`src/rtl/i2c_arbiter.sv`:
```
// Round-robin arbiter that shares one byte-level I2C master between NREQ requesters.
// Optional WAIT watchdog is compiled in with `define I2C_ARB_TIMEOUT_EN.
module i2c_arbiter #(
  parameter int NREQ        = 4,
  parameter int TIMEOUT_CYC = 1024
) (
  input  logic                clk,
  input  logic                rst,
  input  logic [NREQ-1:0]     req,
  input  logic [NREQ-1:0]     req_rw,
  input  logic [7*NREQ-1:0]   req_addr,
  input  logic [8*NREQ-1:0]   req_wdata,
  output logic [NREQ-1:0]     grant,
  output logic [NREQ-1:0]     done,
  output logic [7:0]          rdata,
  output logic                err,
  output logic                m_start,
  output logic                m_rw,
  output logic [6:0]          m_addr,
  output logic [7:0]          m_wdata,
  output logic                m_abort,
  input  logic                m_busy,
  input  logic                m_done,
  input  logic [7:0]          m_rdata,
  input  logic                m_nack
);

  localparam int PW = (NREQ > 1) ? $clog2(NREQ) : 1;
  localparam logic [PW-1:0] PTR_RST = PW'(NREQ - 1);

  typedef enum logic [1:0] {IDLE, ISSUE, WAIT, RESP} state_t;

  state_t          state;
  state_t          state_nxt;
  logic [PW-1:0]   ptr;
  logic [PW-1:0]   win_idx;
  logic            win_found;
  logic            take;
  logic            timeout_hit;

  // Watchdog: counts WAIT cycles; fires on the cycle the count reaches TIMEOUT_CYC.
`ifdef I2C_ARB_TIMEOUT_EN
  logic [15:0] wait_cnt;

  always_ff @(posedge clk) begin
    if (rst)                wait_cnt <= '0;
    else if (state == ISSUE) wait_cnt <= '0;
    else if (state == WAIT)  wait_cnt <= wait_cnt + 16'd1;
  end

  assign timeout_hit = (state == WAIT) && (wait_cnt == 16'(TIMEOUT_CYC - 1));
`else
  logic unused_timeout;
  assign unused_timeout = (TIMEOUT_CYC > 0);
  assign timeout_hit    = 1'b0;
`endif

  // Winner is the first pending requester after the last one served, wrapping.
  always_comb begin
    int            j;
    logic [PW-1:0] jj;
    win_found = 1'b0;
    win_idx   = '0;
    j         = 0;
    jj        = '0;
    for (int k = 1; k <= NREQ; k++) begin
      j = int'(ptr) + k;
      if (j >= NREQ) j = j - NREQ;
      jj = PW'(j);
      if (!win_found && req[jj]) begin
        win_found = 1'b1;
        win_idx   = jj;
      end
    end
  end

  assign take = (state == IDLE) && win_found && !m_busy;

  // NOTE: sequential state uses non-blocking assignments so every flop samples pre-edge values.
  always_ff @(posedge clk) begin
    if (rst) state <= IDLE;
    else     state <= state_nxt;
  end

  // NOTE: defaulting every combinational output first keeps unlisted paths from inferring latches.
  always_comb begin
    state_nxt = state;
    case (state)
      IDLE:    if (take) state_nxt = ISSUE;
      ISSUE:   state_nxt = WAIT;
      WAIT:    if (m_done || timeout_hit) state_nxt = RESP;
      RESP:    state_nxt = IDLE;
      default: state_nxt = IDLE;
    endcase
  end

  always_comb begin
    m_start = (state == ISSUE);
    done    = (state == RESP) ? grant : '0;
    m_abort = timeout_hit && !m_done;
  end

  // Request fields are captured once at grant; the master sees only the latched copy.
  always_ff @(posedge clk) begin
    if (rst) begin
      grant   <= '0;
      ptr     <= PTR_RST;
      m_rw    <= 1'b0;
      m_addr  <= '0;
      m_wdata <= '0;
      rdata   <= '0;
      err     <= 1'b0;
    end else begin
      case (state)
        IDLE: begin
          if (take) begin
            grant   <= NREQ'(1) << win_idx;
            ptr     <= win_idx;
            m_rw    <= req_rw[win_idx];
            m_addr  <= req_addr[7*win_idx +: 7];
            m_wdata <= req_wdata[8*win_idx +: 8];
          end
        end
        WAIT: begin
          if (m_done) begin
            rdata <= m_rdata;
            err   <= m_nack;
          end else if (timeout_hit) begin
            rdata <= 8'h00;
            err   <= 1'b1;
          end
        end
        RESP:    grant <= '0;
        default: ;
      endcase
    end
  end

endmodule

```
`config.mk`:
```
export PLATFORM = sky130hd
export DESIGN_NAME = i2c_arbiter
export DESIGN_NICKNAME = d
export VERILOG_FILES = /design/src/rtl/i2c_arbiter.sv
export SDC_FILE = /design/constraint.sdc
export NUM_CORES = 1
export LEC_CHECK = 0
export BUFFER_PORTS_ARGS = -buffer_cell sky130_fd_sc_hd__buf_2
export CAP_MARGIN = 20
export CORE_AREA = 3 3 87 73
export CTS_CLUSTER_SIZE = 10
export DETAILED_ROUTE_END_ITERATION = 16
export DIE_AREA = 0 0 90 76
export PLACE_DENSITY = 0.69
export SLEW_MARGIN = 20
export SYNTH_ARGS = -nofsm -noshare
export SYNTH_HDL_FRONTEND = slang
export SYNTH_SLANG_ARGS = --single-unit
```
`constraint.sdc`:
```
create_clock -name clk -period 3.53 [get_ports clk]
set_input_delay 0.1765 -clock clk [delete_from_list [all_inputs] [get_ports clk]]
set_output_delay 0.1765 -clock clk [all_outputs]
set_load 0.005 [all_outputs]
```
==> metrics.md <==
| Metric | Value |
|---|---|
| Number of core rows | 24 |
| Worst hold-check path type | in -> reg |
| CP peak stage delay | around 0.55 ns |
| Die width | 90 um |
| Register area share after synthesis | 0.3460 |
| R2r startpoint | ptr[1] |
| Synth top area cells | dfxtp_1, a221oi_1, a311oi_1, nand3_1, nand4_1 |
| Max Freq | 485.3 MHz |
| Reg2Reg Depth | 6 |
| Synth top area share | 0.3460 |
| CTS Buf Count | 5 |
| Gr ovfl total | 0 |
| Leakage | between 1 and 1.5 nW |
| Worst Setup Start Kind | register |
| Worst-Skew Late Latency | 0.27 ns |
| Max cap viols | 0 |
| Detail Placement HPWL | roughly 4600 um |
| FF+latch area | 660.6 sq um |
| Sequential Power Share | 0.339 |
| Number of cells on the critical path | 6 |
| Tot Pwr | 1.551 mW |
| Detailed Route Iter0 Violations | 83 |
| Antenna viol nets, final | 0 |
| VDD IR max | 0.0002107 V |
| Starting Density | 0.3494 |
| RSZ-0062 raised after global routing | false |
| Final setup vio count | 0 |
| Core box area | 5465 sq um |
| Fill count | 600 |
| Synth area leader | dfxtp_1 |
| Residual DRC count | 0 |
| Combinational share of power | 0.428 |
| GRT Util Overall | 0.1768 |
| # IOs | 116 |
| H-tree levels | 2 |
| FF-to-FF End | m_rw |
| WP data arrival | 2.19 ns |
| Syn-to-layout area delta | 34.86% |
| Final hold violations | 0 |
| Antenna diode count | 0 |
| CTS root buf | clkbuf_8 |
| Detailed Route WL | between 6000 and 7000 um |
| CTS tree | done |
| Status | finished, final reports clean |
| Worst reg2reg setup slack | about 1.5 ns |
| Synthesized flop and latch total | 33 |
| Worst path required time | 3.66 ns |
| Setup TNS | 0 ns |
| Yosys warnings | 0 |
| Switching pwr | 0.5831 mW |
| Period minus WS final | 2.061 ns |
| Initial antenna violation count | 0 |
| CP top delay family | simple AND/OR/NAND/NOR gates |
| Clock share of power | 0.234 |
| CP max-delay cell | dfxtp_1 |
| Post-CTS Hold Buffers | 0 |
| CP startpoint | ptr[1] |
| First-pass GRT wire length | 10,010 um |
| Worst setup EP type | register |
| # nets final | roughly 420 |
| Post-synth top flop | dfxtp_1 |
| Post-synth ARST share | 0 |
| Crit Path Class | reg -> reg |
| Synth Cell Area | 1909 sq um |
| Switching Fraction | 0.3759 |
| Post-synth EDFFs | 0 |
| Max Root-Sink Buffers | 2 |
| Worst slew pin tran | 0.7025 ns |
| Capture point of the worst path | m_rw |
| Layout cells sized above 1 | 0.3946 |
| Largest net degree at the start of global routing | 34 |
| Slew headroom | 0.5317 |
| P_int | 0.9680 mW |
| Via count | about 2,200 |
| Synthesized Nets | between 300 and 400 |
| Most common cell in the netlist | dfxtp_1 |
| DR pass1 iterations | 4 |
| Vias in the first global route | 2,074 |
| Cells after Synth | 228 |
| Max-slew violations | 0 |
| CP max FO | 20 |
| Via density | around 5.3 |
| Die area | about 6800 sq um |
| Gpl congestion | 0.8121 |
| Worst Path Buf+Inv | 1 |
| # resized after CTS | 0 |
| I/O Buffers | around 110 |
| Crit share post-route | 0.5838 |
| PD cells | between 600 and 700 nW/um^2 |
| Crit-path cells | mux2i_1, a2bb2oi_1, buf_4, nand2_1, nand3_1, a311oi_1 |
| Postcts setup bufs | 0 |
| CTS sink count | 33 |
| Area of the multi-input gates | 1081 sq um |
| Synth cell count leaders | dfxtp_1, nor2_1, nand3_1 |
| Clock Skew | 0.003328 ns |
| Syn Area/Cell | about 8.4 sq um |
| Clk slew on worst S/H paths | ~0.07 ns |
| Die Span Y | between 70 and 80 um |
| Routed length per instance | 14.97 um |
| Netlist cell types | 44 |
-- layer usage --
layer | track usage | vias up | share of wire
li1 | - | 1073 | -
met2 | 0.2841 | 91 | 0.47
met5 | 0 | - | 0
met1 | 0.2303 | 1011 | 0.44
met3 | 0.05528 | 4 | 0.076
met4 | 0.04587 | 0 | 0.0055
-- worst min-delay path by stage --
stage	to	start	cells past startpoint	slack [ns]
floorplan	err	m_nack	2	0.32
global placement	rdata[3]	m_rdata[3]	3	0.43
detailed placement	rdata[1]	m_rdata[1]	3	0.44
CTS	rdata[1]	m_rdata[1]	3	0.14
global route	m_wdata[1]	req_wdata[25]	3	0.15
finish	rdata[6]	m_rdata[6]	3	0.15
-- layout make-up --
class | instances | share of cell area
Tap cell | 78 | 0.03790
Clock buffer | 7 | 0.03353
Clock inverter | 1 | 0.01166
Inverter | 5 | 0.007289
Timing Repair Buffer | 118 | 0.2332
Multi-Input combinational cell | 168 | 0.4198
Sequential cell | 33 | 0.2566
-- kinds of logic (layout without fill, tap and decap cells) --
kind of cell | after synthesis | in the layout | synth area share
buffers and inverters | 27 | 131 | 0.08781
AO/OA/AOI/OAI | 65 | 65 | 0.2713
multiplexers | 2 | 2 | 0.01049
AND/OR/NAND/NOR | 95 | 95 | 0.2497
adder cells (fa/ha/maj) | 5 | 5 | 0.03277
other | 1 | 1 | 0.001964
flip-flops | 33 | 33 | 0.3460
-- layout by cell type (no fill, tap or decap), drive strengths merged, types with 3 or more instances in the layout --
cell type	instances
inv	5
o21ai	3
nand4	15
nand2	16
dfxtp	33
a22oi	4
a21oi	12
ha	5
a311oi	16
nor2	25
nand3	24
buf	118
clkbuf	7
and2	4
a221oi	16
o21bai	3
-- registers in the layout, summed over array words and instances, names as in the netlist --
register and count:
err 1, grant 4, m_addr 7, m_rw 1
m_wdata 8, ptr 2, rdata 8, state 2
-- power by group through the flow --
| stage | clock network, mW | logic (mW) | registers, mW |
|---|---|---|---|
| 5_1_grt | 0.395 | 0.749 | 0.541 |
| 6_report | 0.362 | 0.664 | 0.525 |
| 4_1_cts | 0.374 | 0.668 | 0.526 |
| 3_3_place_gp | 0 | 0.659 | 0.527 |
| 3_5_place_dp | 0 | 0.667 | 0.532 |
| 2_1_floorplan | 0 | 0.472 | 0.523 |
-- worst register-to-register path, stage by stage, from the launching register on --
cell       delay, ns
dfxtp_1         0.55
mux2i_1         0.25
a2bb2oi_1       0.16
buf_4           0.25
nand2_1         0.37
nand3_1         0.23
a311oi_1        0.11
-- stage by stage --
| step | hold slack [ns] | area (sq um) | std cells | utilization | setup WS, ns |
|---|---|---|---|---|---|
| after global placement | 0.4347 | 2459 | 402 | 0.4499 | 1.512 |
| after floorplan | 0.3240 | 1909 | 228 | - | 1.858 |
| final | 0.1517 | 2575 | 410 | 0.4712 | 1.469 |
| after global routing | 0.1522 | 2575 | 410 | 0.4712 | 1.280 |
| after detailed placement | 0.4388 | 2459 | 402 | 0.4499 | 1.437 |
| after CTS | 0.1377 | 2575 | 410 | 0.4712 | 1.461 |
Note: power is estimated with default switching activity, not from simulation.
